`config.mk`:
```
export PLATFORM = sky130hd
export DESIGN_NAME = maq_display
export DESIGN_NICKNAME = d
export VERILOG_FILES = /design/src/rtl/maq_display.sv
export SDC_FILE = /design/constraint.sdc
export NUM_CORES = 1
export LEC_CHECK = 0
export CAP_MARGIN = 20
export CORE_AREA = 2 2 77 79
export CTS_CLUSTER_DIAMETER = 80
export CTS_CLUSTER_SIZE = 25
export DETAILED_ROUTE_END_ITERATION = 8
export DIE_AREA = 0 0 79 81
export PLACE_DENSITY = 0.87
export SLEW_MARGIN = 30
export SYNTH_ARGS = -nofsm -noshare
export SYNTH_HDL_FRONTEND = slang
export SYNTH_SLANG_ARGS = --single-unit
```
`constraint.sdc`:
```
create_clock -name maqd_clock -period 2.95 [get_ports maqd_clock]
set_input_delay 0.59 -clock maqd_clock [delete_from_list [all_inputs] [get_ports maqd_clock]]
set_output_delay 0.59 -clock maqd_clock [all_outputs]
set_load 0.05 [all_outputs]
```
`src/rtl/maq_display.sv`:
```
// maq_display: six-digit multiplexed 7-segment scanner with
// frame-synchronous shadowing, pair blinking and hours-tens blanking.
module maq_display #(
  parameter int SCAN_DIV     = 50000,
  parameter int BLANK_CYC    = 16,
  parameter int BLINK_FRAMES = 64,
  parameter bit LZB          = 1'b1
) (
  input  logic       maqd_clock,
  input  logic       maqd_reset,
  input  logic       maqd_enable,
  input  logic [3:0] maqd_s_lsd,
  input  logic [2:0] maqd_s_msd,
  input  logic [3:0] maqd_m_lsd,
  input  logic [2:0] maqd_m_msd,
  input  logic [3:0] maqd_h_lsd,
  input  logic [1:0] maqd_h_msd,
  input  logic [2:0] maqd_blink,
  output logic [5:0] maqd_an,
  output logic [6:0] maqd_seg,
  output logic       maqd_dp,
  output logic       maqd_frame
);

  localparam int PW = $clog2(SCAN_DIV);
  localparam int FW = (BLINK_FRAMES > 1) ? $clog2(BLINK_FRAMES) : 1;
  localparam logic [PW-1:0] P_LAST  = PW'(SCAN_DIV - 1);
  localparam logic [PW-1:0] P_BLANK = PW'(BLANK_CYC);
  localparam logic [FW-1:0] F_LAST  = FW'(BLINK_FRAMES - 1);

  logic [PW-1:0]      presc_q, presc_d;
  logic [2:0]         idx_q, idx_d;
  logic [FW-1:0]      frm_q, frm_d;
  logic               phase_q, phase_d;
  logic [5:0][3:0]    sh_q, sh_d;
  logic [5:0]         an_q, an_d;
  logic [6:0]         seg_q, seg_d;
  logic               dp_q, dp_d;
  logic               frame_q, frame_d;

  logic               slot_end;
  logic               wrap;
  logic               blink_hit;
  logic               dark;
  logic [3:0]         digit;

  function automatic logic [6:0] decode(input logic [3:0] d);
    logic [6:0] s;
    case (d)
      4'd0:    s = 7'b1000000;
      4'd1:    s = 7'b1111001;
      4'd2:    s = 7'b0100100;
      4'd3:    s = 7'b0110000;
      4'd4:    s = 7'b0011001;
      4'd5:    s = 7'b0010010;
      4'd6:    s = 7'b0000010;
      4'd7:    s = 7'b1111000;
      4'd8:    s = 7'b0000000;
      4'd9:    s = 7'b0010000;
      default: s = 7'b0111111;
    endcase
    return s;
  endfunction

  always_comb begin
    presc_d   = presc_q;
    idx_d     = idx_q;
    frm_d     = frm_q;
    phase_d   = phase_q;
    sh_d      = sh_q;
    an_d      = 6'h3F;
    seg_d     = 7'h7F;
    dp_d      = 1'b1;
    frame_d   = 1'b0;
    slot_end  = (presc_q == P_LAST);
    wrap      = slot_end && (idx_q == 3'd5);
    digit     = sh_q[idx_q];
    blink_hit = 1'b0;
    case (idx_q)
      3'd0, 3'd1: blink_hit = maqd_blink[0];
      3'd2, 3'd3: blink_hit = maqd_blink[1];
      3'd4, 3'd5: blink_hit = maqd_blink[2];
      default:    blink_hit = 1'b0;
    endcase
    dark = (presc_q < P_BLANK)
        || (phase_q && blink_hit)
        || (LZB && (idx_q == 3'd5) && (sh_q[5] == 4'd0));

    if (maqd_enable) begin
      presc_d = slot_end ? '0 : presc_q + PW'(1);
      if (slot_end) begin
        idx_d = (idx_q == 3'd5) ? 3'd0 : idx_q + 3'd1;
      end
      // Capture only at frame boundary so a frame never tears.
      if (wrap) begin
        frame_d = 1'b1;
        sh_d = {{2'b00, maqd_h_msd}, maqd_h_lsd,
                {1'b0, maqd_m_msd}, maqd_m_lsd,
                {1'b0, maqd_s_msd}, maqd_s_lsd};
        if (frm_q == F_LAST) begin
          frm_d   = '0;
          phase_d = ~phase_q;
        end else begin
          frm_d = frm_q + FW'(1);
        end
      end
      if (!dark) begin
        an_d  = ~(6'd1 << idx_q);
        seg_d = decode(digit);
        dp_d  = !((idx_q == 3'd2) || (idx_q == 3'd4));
      end
    end
  end

  always_ff @(posedge maqd_clock or negedge maqd_reset) begin
    if (!maqd_reset) begin
      presc_q <= '0;
      idx_q   <= '0;
      frm_q   <= '0;
      phase_q <= 1'b0;
      sh_q    <= '0;
      an_q    <= 6'h3F;
      seg_q   <= 7'h7F;
      dp_q    <= 1'b1;
      frame_q <= 1'b0;
    end else begin
      presc_q <= presc_d;
      idx_q   <= idx_d;
      frm_q   <= frm_d;
      phase_q <= phase_d;
      sh_q    <= sh_d;
      an_q    <= an_d;
      seg_q   <= seg_d;
      dp_q    <= dp_d;
      frame_q <= frame_d;
    end
  end

  assign maqd_an    = an_q;
  assign maqd_seg   = seg_q;
  assign maqd_dp    = dp_q;
  assign maqd_frame = frame_q;

endmodule

```
**Word level (Yosys, flattened, before mapping)**

Memory sizes are Yosys's and may differ from the RTL's.
Cells that the tools add are included.

- Bits in registers: 61
- Bits in read-only memories: 112
- Bits of input ports: 26
- Output and inout port bits: 15
- Word-level logic and storage cells: 59
- Memories: 1

Memory list:

| name | depth | bits a word | rd ports | clocked after memory_dff | wr ports | line | source |
|---|---|---|---|---|---|---|---|
| (name not given) | 16 | 7 | 1 | 0 | 0 | 49 | `case (d)` |

- Add/subtract/negate cells: 3
- Magnitude comparators: 2
- Equality and inequality tests: 7
- Shifts and indexed selects: 1
- Multiplexer cells: 14
- Bitwise gates (word level): 2
- Reductions and logical operators: 15

Operators with widths:

| operator | number |
|---|---|
| 6-bit 2-to-1 mux | 3 |
| 16-bit by 1-bit adder with 16-bit output, second input constant | 1 |
| 16-bit equality test, second input constant | 1 |
| 16-bit by 5-bit < comparator with 1-bit output, second input constant | 1 |
| 16-bit 2-to-1 mux | 1 |
| 7-bit 2-to-1 mux | 2 |
| 4-bit binary-select mux with 3-bit select | 1 |
| 6-bit by 1-bit adder with 6-bit output, second input constant | 1 |
| 3-bit by 2-bit equality test with 1-bit output, second input constant | 2 |
| 3-bit equality test, second input constant | 2 |
| 6-bit equality test, second input constant | 1 |
| 6-bit inverter | 1 |
| 2-bit OR reduction | 3 |
| 1-bit by 3-bit << shifter with 6-bit output, first input constant | 1 |
| 4-bit zero test | 1 |
| 3-bit by 4-bit < comparator with 1-bit output, second input constant | 1 |
| 1-bit 2-to-1 mux | 4 |
| 4-bit 2-to-1 mux | 1 |
| 2-bit AND reduction | 2 |
| 3-bit by 1-bit adder with 3-bit output, second input constant | 1 |
| 3-bit by 1-bit equality test with 1-bit output, second input constant | 1 |
| 1-bit logical AND | 3 |
| 3-bit zero test | 1 |
| 1-bit logical OR | 3 |
| 5 further kinds | 5 |

**Logic depth before layout (Yosys ltp)**

- Depth after elaboration: 8
- Gate-level depth with buffers: 10
- Gate-level depth less buffers: 8

**Worst setup path before layout**

OpenSTA, ideal clock, no wires.

- Path kind: register to register
- From: reg idx_q[1]
- To: reg seg_q[0], in the netlist maqd_seg[0]
- Setup time: 0.096 ns
- Arrival: 2.023 ns
- Data required time: 2.854 ns
- Path slack: 0.831 ns
- Cell stages (with the launch flop): 11
- Path buffers: 2
- Period minus slack after synthesis: 2.119 ns
- Cell sequence: dfrtp_1 > clkbuf_1 > buf_1 > mux2i_1 > a22oi_1 > nand2_1 > inv_1 > ha_1 > a21boi_0 > a211oi_1 > o21ai_0

- Cells in the longest elaborated chain, start to end: 8
- Elaborated cells between the ends (all ways): 19
- Classes of those cells: eq/ne: 5; mux: 5; reduce/logical: 8; memory: 1

Ends and longest elaborated chain:

| element | line | source |
|---|---|---|
| start: declaration | 32 | `logic [2:0] idx_q, idx_d;` |
| start signal: assignment | 128 | `idx_q <= idx_d;` |
| branches (longest 6 deep; another with memory 16 x 7 bit) | -- |  |
| 7-bit 2-to-1 mux * | 107 | `if (!dark) begin` |
| 7-bit 2-to-1 mux * | 89 | `if (maqd_enable) begin` |
| via seg_d[0] | 37 | `logic [6:0] seg_q, seg_d;` |
| end signal: assignment | 133 | `seg_q <= seg_d;` |
| end: declaration | 37 |  |

Mark *: on every way through the listed nets, which the timed path passes. The select of a mux whose other input is x is not followed.
A chain may end at the register's enable or synchronous reset.

**Worst setup path in the final report**

Same ends and word-level chain as after synthesis.

==> metrics.yaml <==
status:
  outcome: "completed"
floorplanning:
  fp.dieArea_um2: 6400
  die_width_um: 79
  core_um2: 5680
  rows: 28
  die_y_um: 81
  num_io_pins: 41
  start_util_pct: 51.9
clocking:
  clkTransAtPathRegs_ns: 0.06
  cts_setup_buffers: 0
  root_buffer: "clkbuf_8"
  h-tree-depth: 3
  ctsResizeCount: 0
  cts_buffers: 9
  clockBufferDepth: 2
  cts_tree: "yes"
  cts_num_sinks: 61
  insertion_delay_ns: 0.34
  ctsHoldBuffers: 0
timing:
  fin_crit_ns: 2.37
  hold_viol: 0
  fin_crit_sh_pct: 80.4
  worst_pin_slew_ns: 0.739
  fin_tns_setup_ns: 0
  setup_violations: 0
  fmax_mhz: 422
  finalMaxSlewViolations: 0
  clock_skew_ns: 0.00909
  relSlewSlack_pct: 50.7
  rsz0062_at_grt: "false"
global_routing:
  grt_pass1_vias: 2102
  grt_pass1_wl_mm: 9.43
  grt_overflow: 0
  antenna_found_initial: 0
  grt_util_all_layers_pct: 19.3
  grt_max_degree: 34
job:
  cap_violations: 0
placement:
  dpl_cell_area_um2: 3390
  place_hpwl_mm: 3.93
  gp_congestion: 0.900
  port_buffers: 40
routing:
  dr.pass1.iters: 6
  vias_per_cell: 5.33
  post_drt_wl_per_cell_um: 13.1
  postRouteAntennaNets: 0
  drt-initial-drc-count: 187
  drc: 0
  vias: 2267
  drt_wl_total_mm: 5.58
critical_path:
  cp_data_required_time_ns: 3.21
  crit_arrival_ns: 2.63
  path_buf_inv: 1
  critPathTopFamily: "flip-flops"
  slowest_stage: "dfrtp_1"
  max_stage_delay_ns: 0.82
  criticalPathCategory: "reg -> reg"
  start_kind: "flip-flop"
  path_cells: "mux2i_1 > a22oi_1 > nand2_1 > inv_1 > ha_1 > a21boi_0 > a211oi_1 > o21ai_0"
  cp-end-kind: "flip-flop"
  cp_max_fo: 17
layout:
  diodes: 0
  fin_area_um2: 3550
  syn2layout_area_growth_pct: 20.6
  drive_gt1_share_pct: 10.6
  layout.nets: 379
yosys:
  yosysUniqueCellTypes: 46
  synth_top_area_share_pct: 39.9
  ys_async_sr_fraction_pct: 100
  synth.most_common_cell: "nand2_1"
  yosysTopAreaCell: "dfrtp_1"
  netlist_area_um2: 2950
  synth_fp_nets: 338
  synth-edff-count: 0
  ys_seq_area_share_pct: 52.4
  yosysWarnings: 0
  syn_area_per_cell_um2: 9.69
  synthTopCellsByCount: "85 x nand2_1, 47 x dfrtp_1, 22 x o21ai_0, 14 x dfstp_2, 14 x nor2_1"
  synth.area.top_cells: "dfrtp_1 40%, dfstp_2 12%, nand2_1 11%, o21ai_0 3.7%, ha_1 3.4%"
  synth-seq-cells: 61
  ys.flop_type: "dfrtp_1"
  synthCells: 304
pwr:
  irDropWorstVdd_uv: 288
  p_per_area_nw_per_um2: 521
  p_total_uw: 1850
  p_leak_uw: 0.00172
min_path:
  hold_path_class: "in -> async"
stage by stage:
step,hold slack [ns],util [%],instances,worst slack [ns]
after floorplan,0.294,-,304,0.831
after global placement,0.453,59.7,409,0.517
after detailed placement,0.463,59.7,409,0.440
after CTS,0.294,62.6,425,0.609
after global routing,0.338,62.6,425,0.412
final,0.274,62.6,425,0.579
layout by cell type, fill, tap and decap left out, types with 10 or more instances in the layout:
master	Yosys	layout
clkbuf_8	0	10
o21ai_0	22	22
mux2i_1	10	10
nand3_1	12	12
dfstp_2	14	14
clkdlybuf4s50_1	0	39
dfrtp_1	47	47
nor2_1	14	14
nand2_1	85	85
cell families (layout without fill, tap and decap cells):
group,Yosys count,after routing,share of synthesized area [%]
XOR/XNOR,15,15,4.71
flip-flops,61,61,52.4
multiplexers,11,11,3.78
buffers and inverters,21,67,3.69
adder cells (fa/ha/maj),8,8,3.40
AO/OA/AOI/OAI,42,42,8.41
AND/OR/NAND/NOR,146,146,23.6
layer usage:
layer	vias up	routed length (µm)	track usage (%)
li1	1114	-	-
met1	1079	2580	25.3
met2	63	2580	30.4
met3	11	282	4.00
met4	0	135	10.5
met5	-	0	0
layout make-up:
type / instances / area, µm²
Clock buffer: 14 / 153
Multi-Input combinational cell: 222 / 1290
Inverter: 9 / 35.0
Sequential cell: 61 / 1540
Fill cell: 476 / 2120
Clock inverter: 2 / 10.0
Tap cell: 75 / 93.8
Timing Repair Buffer: 42 / 423
report_power, final:
group	switching (µW)	total (µW)	internal, µW
registers	50.7	956	905
logic	165	280	115
clock network	290	615	326
total	506	1850	1350
final timing paths:
kind	startpoint	end	slack [ns]	cells past startpoint
max reg2reg	idx_q[1]$_DFFE_PN0P_	maqd_seg[0]$_DFF_PN1_	0.58	8
min in group maqd_clock	sh_q[19]$_DFFE_PN0P_	sh_q[19]$_DFFE_PN0P_	0.47	2
min reg2reg	sh_q[19]$_DFFE_PN0P_	sh_q[19]$_DFFE_PN0P_	0.47	2
min	maqd_reset	sh_q[2]$_DFFE_PN0P_	0.27	1
max	idx_q[1]$_DFFE_PN0P_	maqd_seg[0]$_DFF_PN1_	0.58	8
max in group asynchronous	maqd_reset	maqd_an[3]$_DFF_PN1_	2.02	2
registers in the layout, indices dropped and copies added, names as in the netlist:
register,cells
frm_q,6
idx_q,3
maqd_an,6
maqd_dp,1
maqd_frame,1
maqd_seg,7
phase_q,1
presc_q,16
sh_q,20
(Power assumes the default switching activity.)
==> RTL change 1, RTL diff (same settings) <==
Make the reset (`maqd_reset`) synchronous in one clocked block.
--- a/src/rtl/maq_display.sv
+++ b/src/rtl/maq_display.sv
@@ -112,7 +112,7 @@
     end
   end
 
-  always_ff @(posedge maqd_clock or negedge maqd_reset) begin
+  always_ff @(posedge maqd_clock) begin
     if (!maqd_reset) begin
       presc_q <= '0;
       idx_q   <= '0;
Function: same outputs for any inputs over 10 cycles, from zero or initial values and one cycle with maqd_reset low; that may be too few to reach the edited logic, so the function may still have changed.
==> RTL change 1 against the unedited design <==
Maximum frequency increased by 0.93%; final area decreased by 4.6%; routed wire length increased by 0.63%; sequential cell count unchanged; sequential share of layout area decreased by 7.4 points; synthesized cell count decreased by 9.5%; clock skew decreased by 0.0037 ns; cell count decreased by 6.4%; area after synthesis decreased by 7.0%; die area unchanged; setup slack improved by 0.022 ns; critical path type unchanged; critical endpoint is now maqd_seg[4].
Power is not compared: it rests on default switching activity, and its combinational part moved more than twofold at a synthesized area within 25%.
==> RTL change 1: results (changes against the unedited design) <==
Pre-antenna DRT Iters 4 (was 6); vias in the first global route 2060 (was 2102); register area share after synthesis 44.6% (was 52.4%); synth top area cells dfxtp_1, a22o_1, ha_1 (was dfrtp_1, dfstp_2, nand2_1); antenna cells 0 (unchanged); # fillers 493 (was 476); Worst-Skew Late Latency 0.34 ns (about the same); share of cells above drive strength 1 10.8% (was 10.6%); Nets 352 (was 379); type of the worst min-delay path reg2reg (was in2async); Worst IR Drop VDD 0.273 mV; pin count of the biggest net entering global routing 23 (was 34); CTS root buf clkbuf_8 (unchanged); syn_nets 309 (was 338); Largest Register sh_q (unchanged); status finished, final reports clean (unchanged); initial antenna violation count 0 (unchanged); Avg WL per Cell 14.1 µm (was 13.1 µm); pre-CTS WS 0.466 ns (was 0.440 ns); FFs w/ async S/R, synth 0% (was 100%); list of most frequent post-synthesis cells dfxtp_1, nor2_1, a22o_1 (was nand2_1, dfrtp_1, o21ai_0); Reg clk slew, reported paths roughly 0.07 ns; Slew @ Worst Pin 0.670 ns (was 0.739 ns); post-cts sizing count 0 (unchanged); first-pass GRT wire length 9410 µm (was 9430 µm); Placer Congestion 0.844 (was 0.900); CTS Buf Count 9 (unchanged); Yosys cell types 49 (was 46); Post-CTS Setup Bufs 0 (unchanged); synth warn 0 (unchanged); Via density 5.49 (was 5.33); Layout Skew 0.00543 ns (was 0.00909 ns); Critical Path AT 2.62 ns (was 2.63 ns); H-tree depth 3 (unchanged); max reg flops 20 (unchanged); crit-path max FO 12 (was 17); total track usage 18.9% (was 19.3%); I/O Buffers 40 (unchanged); Initial DRC Count 163 (was 187); Max clock buf depth 2 (unchanged); DP Wirelength 3950 µm (was 3930 µm); leakage between 1 and 1.5 nW
-- RTL change 1: cell types whose count changed after synthesis, sizes merged, moves of 5 or more --
cell   delta
nand2    -71
dfxtp    +61
dfrtp    -47
a22o     +21
dfstp    -14
o21ai    -14
nor2     +10
and2      +5
xor2      +5
-- RTL change 1: path summary, 6_finish.rpt --
check	from	to	slack [ns]	depth (start not counted)
setup / recovery	idx_q[0]	maqd_seg[4]	0.60	7
hold / removal	sh_q[11]	sh_q[11]	0.48	1
setup reg to reg	idx_q[0]	maqd_seg[4]	0.60	7
hold reg to reg	sh_q[11]	sh_q[11]	0.48	1
-- RTL change 1: cell families after synthesis --
group / after synthesis / synth area share (%)
and+or+nand+nor: 96 / 19.9
DFF: 61 / 44.6
adders and majority gates: 8 / 3.65
buffers and inverters: 20 / 4.02
xor gates and xnor gates: 17 / 5.44
muxes: 14 / 5.80
AOI/OAI and AO/OA: 59 / 16.6
-- RTL change 1: critical path, stage by stage, from the launching register on --
cell and delay [ns]:
dfxtp_1 0.61, mux2i_1 0.25, o32ai_1 0.11, a21oi_1 0.48, inv_1 0.14, ha_1 0.25
mux2_2 0.26, o211ai_1 0.16
-- RTL change 1: layout make-up --
class                           instances  area [µm²]  share of cell area (%)
Clock buffer                            9         124                    3.65
Clock inverter                          7        66.3                    1.96
Inverter                                6        22.5                   0.664
Multi-Input combinational cell        194        1420                    41.8
Sequential cell                        61        1220                    36.0
Tap cell                               75        93.8                    2.77
Timing Repair Buffer                   46         445                    13.1
-- RTL change 1: power breakdown --
group | internal, mW | switching [mW]
clock network | 0.384 | 0.328
logic | 0.0383 | 0.0230
registers | 0.826 | 0.00377
total | 1.25 | 0.355
-- RTL change 1: per-stage QoR --
| step | utilization [%] | cell area [µm²] | power (mW) | instances |
|---|---|---|---|---|
| final | 59.7 | 3390 | 1.60 | 398 |
| after global placement | 56.4 | 3200 | 0.908 | 382 |
| after detailed placement | 56.4 | 3200 | 0.910 | 382 |
| after floorplan | - | 2740 | 0.870 | 275 |
| after CTS | 59.7 | 3390 | 1.61 | 398 |
| after global routing | 59.7 | 3390 | 1.65 | 398 |
-- RTL change 1: per-layer routing --
metal | share of wire [%] | routed length [µm] | up-vias | GRT usage, %
met3 | 3.7 | 210 | 12 | 4.44
met2 | 47 | 2660 | 52 | 30.2
met4 | 2.5 | 143 | 0 | 9.66
met5 | 0 | 0 | - | 0
met1 | 46 | 2600 | 1025 | 24.0
li1 | - | - | 1096 | -
==> RTL change 2, RTL diff (config.mk and constraints unchanged) <==
Without the edit above. Set the parameter `BLINK_FRAMES` to 32 (it was 64).
--- a/src/rtl/maq_display.sv
+++ b/src/rtl/maq_display.sv
@@ -3,7 +3,7 @@
 module maq_display #(
   parameter int SCAN_DIV     = 50000,
   parameter int BLANK_CYC    = 16,
-  parameter int BLINK_FRAMES = 64,
+  parameter int BLINK_FRAMES = 32,
   parameter bit LZB          = 1'b1
 ) (
   input  logic       maqd_clock,
Check against the original RTL: no difference found for any inputs over 10 cycles, from zero or initial values and one cycle with maqd_reset low; that may be too few to reach the edited logic, so the function may still have changed.
==> RTL change 2 against the unedited design <==
Clock skew is 0.00091 ns higher; area after synthesis is 1.1% lower; setup slack worse by 0.11 ns; sequential cell count is 1 lower; routed wire length is 1.6% higher; final area is 1.1% higher; first-iteration DRC count is 32% lower; combinational power is 13% lower; utilization is 0.68 points higher; total power is 2.2% lower; synthesized cell count is 0.66% higher; via count is 0.88% higher.
==> RTL change 2: results (changes against the unedited design) <==
status finished, final reports clean (unchanged); Synth Area in Compound Gates 7.60% (was 8.41%); DP Area 3430 µm² (was 3390 µm²); Worst-Skew Late Latency 0.34 ns (about the same); leakage 1.67 nW (was 1.72 nW); Pre-antenna DRT Iters 4 (was 6); list of most frequent post-synthesis cells nand2_1, dfrtp_1, nor2_1 (was nand2_1, dfrtp_1, o21ai_0); vias in the first global route 2218 (was 2102); mux share of post-synthesis cell area 4.51% (was 3.78%); Post-Synth XOR/XNOR Area 3.91% (was 4.71%); Nets 389 (was 379); register area share after synthesis 52.1% (was 52.4%); Synth Area in Adders 3.86% (was 3.40%); H-tree depth 3 (unchanged); total track usage 19.5% (was 19.3%); slowest stage delay, CP 0.68 ns (was 0.82 ns); crit-path max FO 13 (was 17); Vias 2287 (was 2267); Slew @ Worst Pin 0.720 ns (was 0.739 ns); pin count of the biggest net entering global routing 32 (was 34); Yosys cell types 40 (was 46); CP max-delay cell a222oi_1 (was dfrtp_1); Worst R2R Path Depth 6 (was 8); Synth Area per Inst 9.53 µm² (was 9.69 µm²); DP Wirelength 4140 µm (was 3930 µm); area leader, netlist dfrtp_1 (unchanged); Via density 5.27 (was 5.33); FFs w/ async S/R, synth 100% (unchanged); Worst IR Drop VDD 0.262 mV (was 0.288 mV); Placer Congestion 0.812 (was 0.900); total grt overflow 0 (unchanged); cell family with the largest share of critical-path delay compound AO/OA/AOI/OAI gates (was flip-flops); Initial DRC Count 128 (was 187); share of cells above drive strength 1 13.9% (was 10.6%); Placed Cells 418 (was 409); Largest Register sh_q (unchanged); Internal 1.32 mW (was 1.35 mW); pre-CTS WS 0.503 ns (was 0.440 ns); first-pass GRT wire length 9640 µm (was 9430 µm); drt total wl 5670 µm (was 5580 µm); antenna cells 0 (unchanged)
==> RTL change 2: area by class of cell <==
cell class / count / area [µm²]
Multi-Input combinational cell: 227 / 1330
Fill cell: 473 / 2080
Sequential cell: 60 / 1520
Timing Repair Buffer: 49 / 463
Tap cell: 75 / 93.8
Inverter: 7 / 26.3
Clock inverter: 2 / 10.0
Clock buffer: 14 / 153
==> RTL change 2: path summary, 6_finish.rpt <==
kind                             from           to  slack [ns]
setup / recovery             idx_q[1]  maqd_seg[3]        0.47
hold / removal             maqd_reset   presc_q[7]        0.12
setup reg to reg             idx_q[1]  maqd_seg[3]        0.47
hold reg to reg               sh_q[9]      sh_q[9]        0.46
max in group asynchronous  maqd_reset  maqd_seg[3]        2.12
min in group maqd_clock       sh_q[9]      sh_q[9]        0.46
==> RTL change 2: cells by family (layout without fill, tap and decap cells) <==
logic type / count (synthesis) / after routing
AND/OR/NAND/NOR: 158 / 158
flip-flops: 60 / 60
AO/OA/AOI/OAI: 35 / 35
buffers and inverters: 19 / 72
XOR/XNOR: 13 / 13
multiplexers: 12 / 12
adder cells (fa/ha/maj): 9 / 9
==> RTL change 2: per-layer routing <==
layer | vias up | wire, µm | GRT usage (%)
met4 | 0 | 90 | 11.0
li1 | 1126 | - | -
met3 | 8 | 282 | 4.00
met1 | 1095 | 2590 | 24.3
met2 | 58 | 2710 | 32.0
met5 | - | 0 | 0
==> RTL change 2: power groups by stage <==
stage | clock network [mW] | logic (mW) | registers (mW)
floorplan | 0 | 0.0901 | 1.00
global placement | 0 | 0.241 | 0.951
detailed placement | 0 | 0.244 | 0.955
CTS | 0.641 | 0.246 | 0.941
global route | 0.671 | 0.269 | 0.951
finish | 0.625 | 0.244 | 0.942
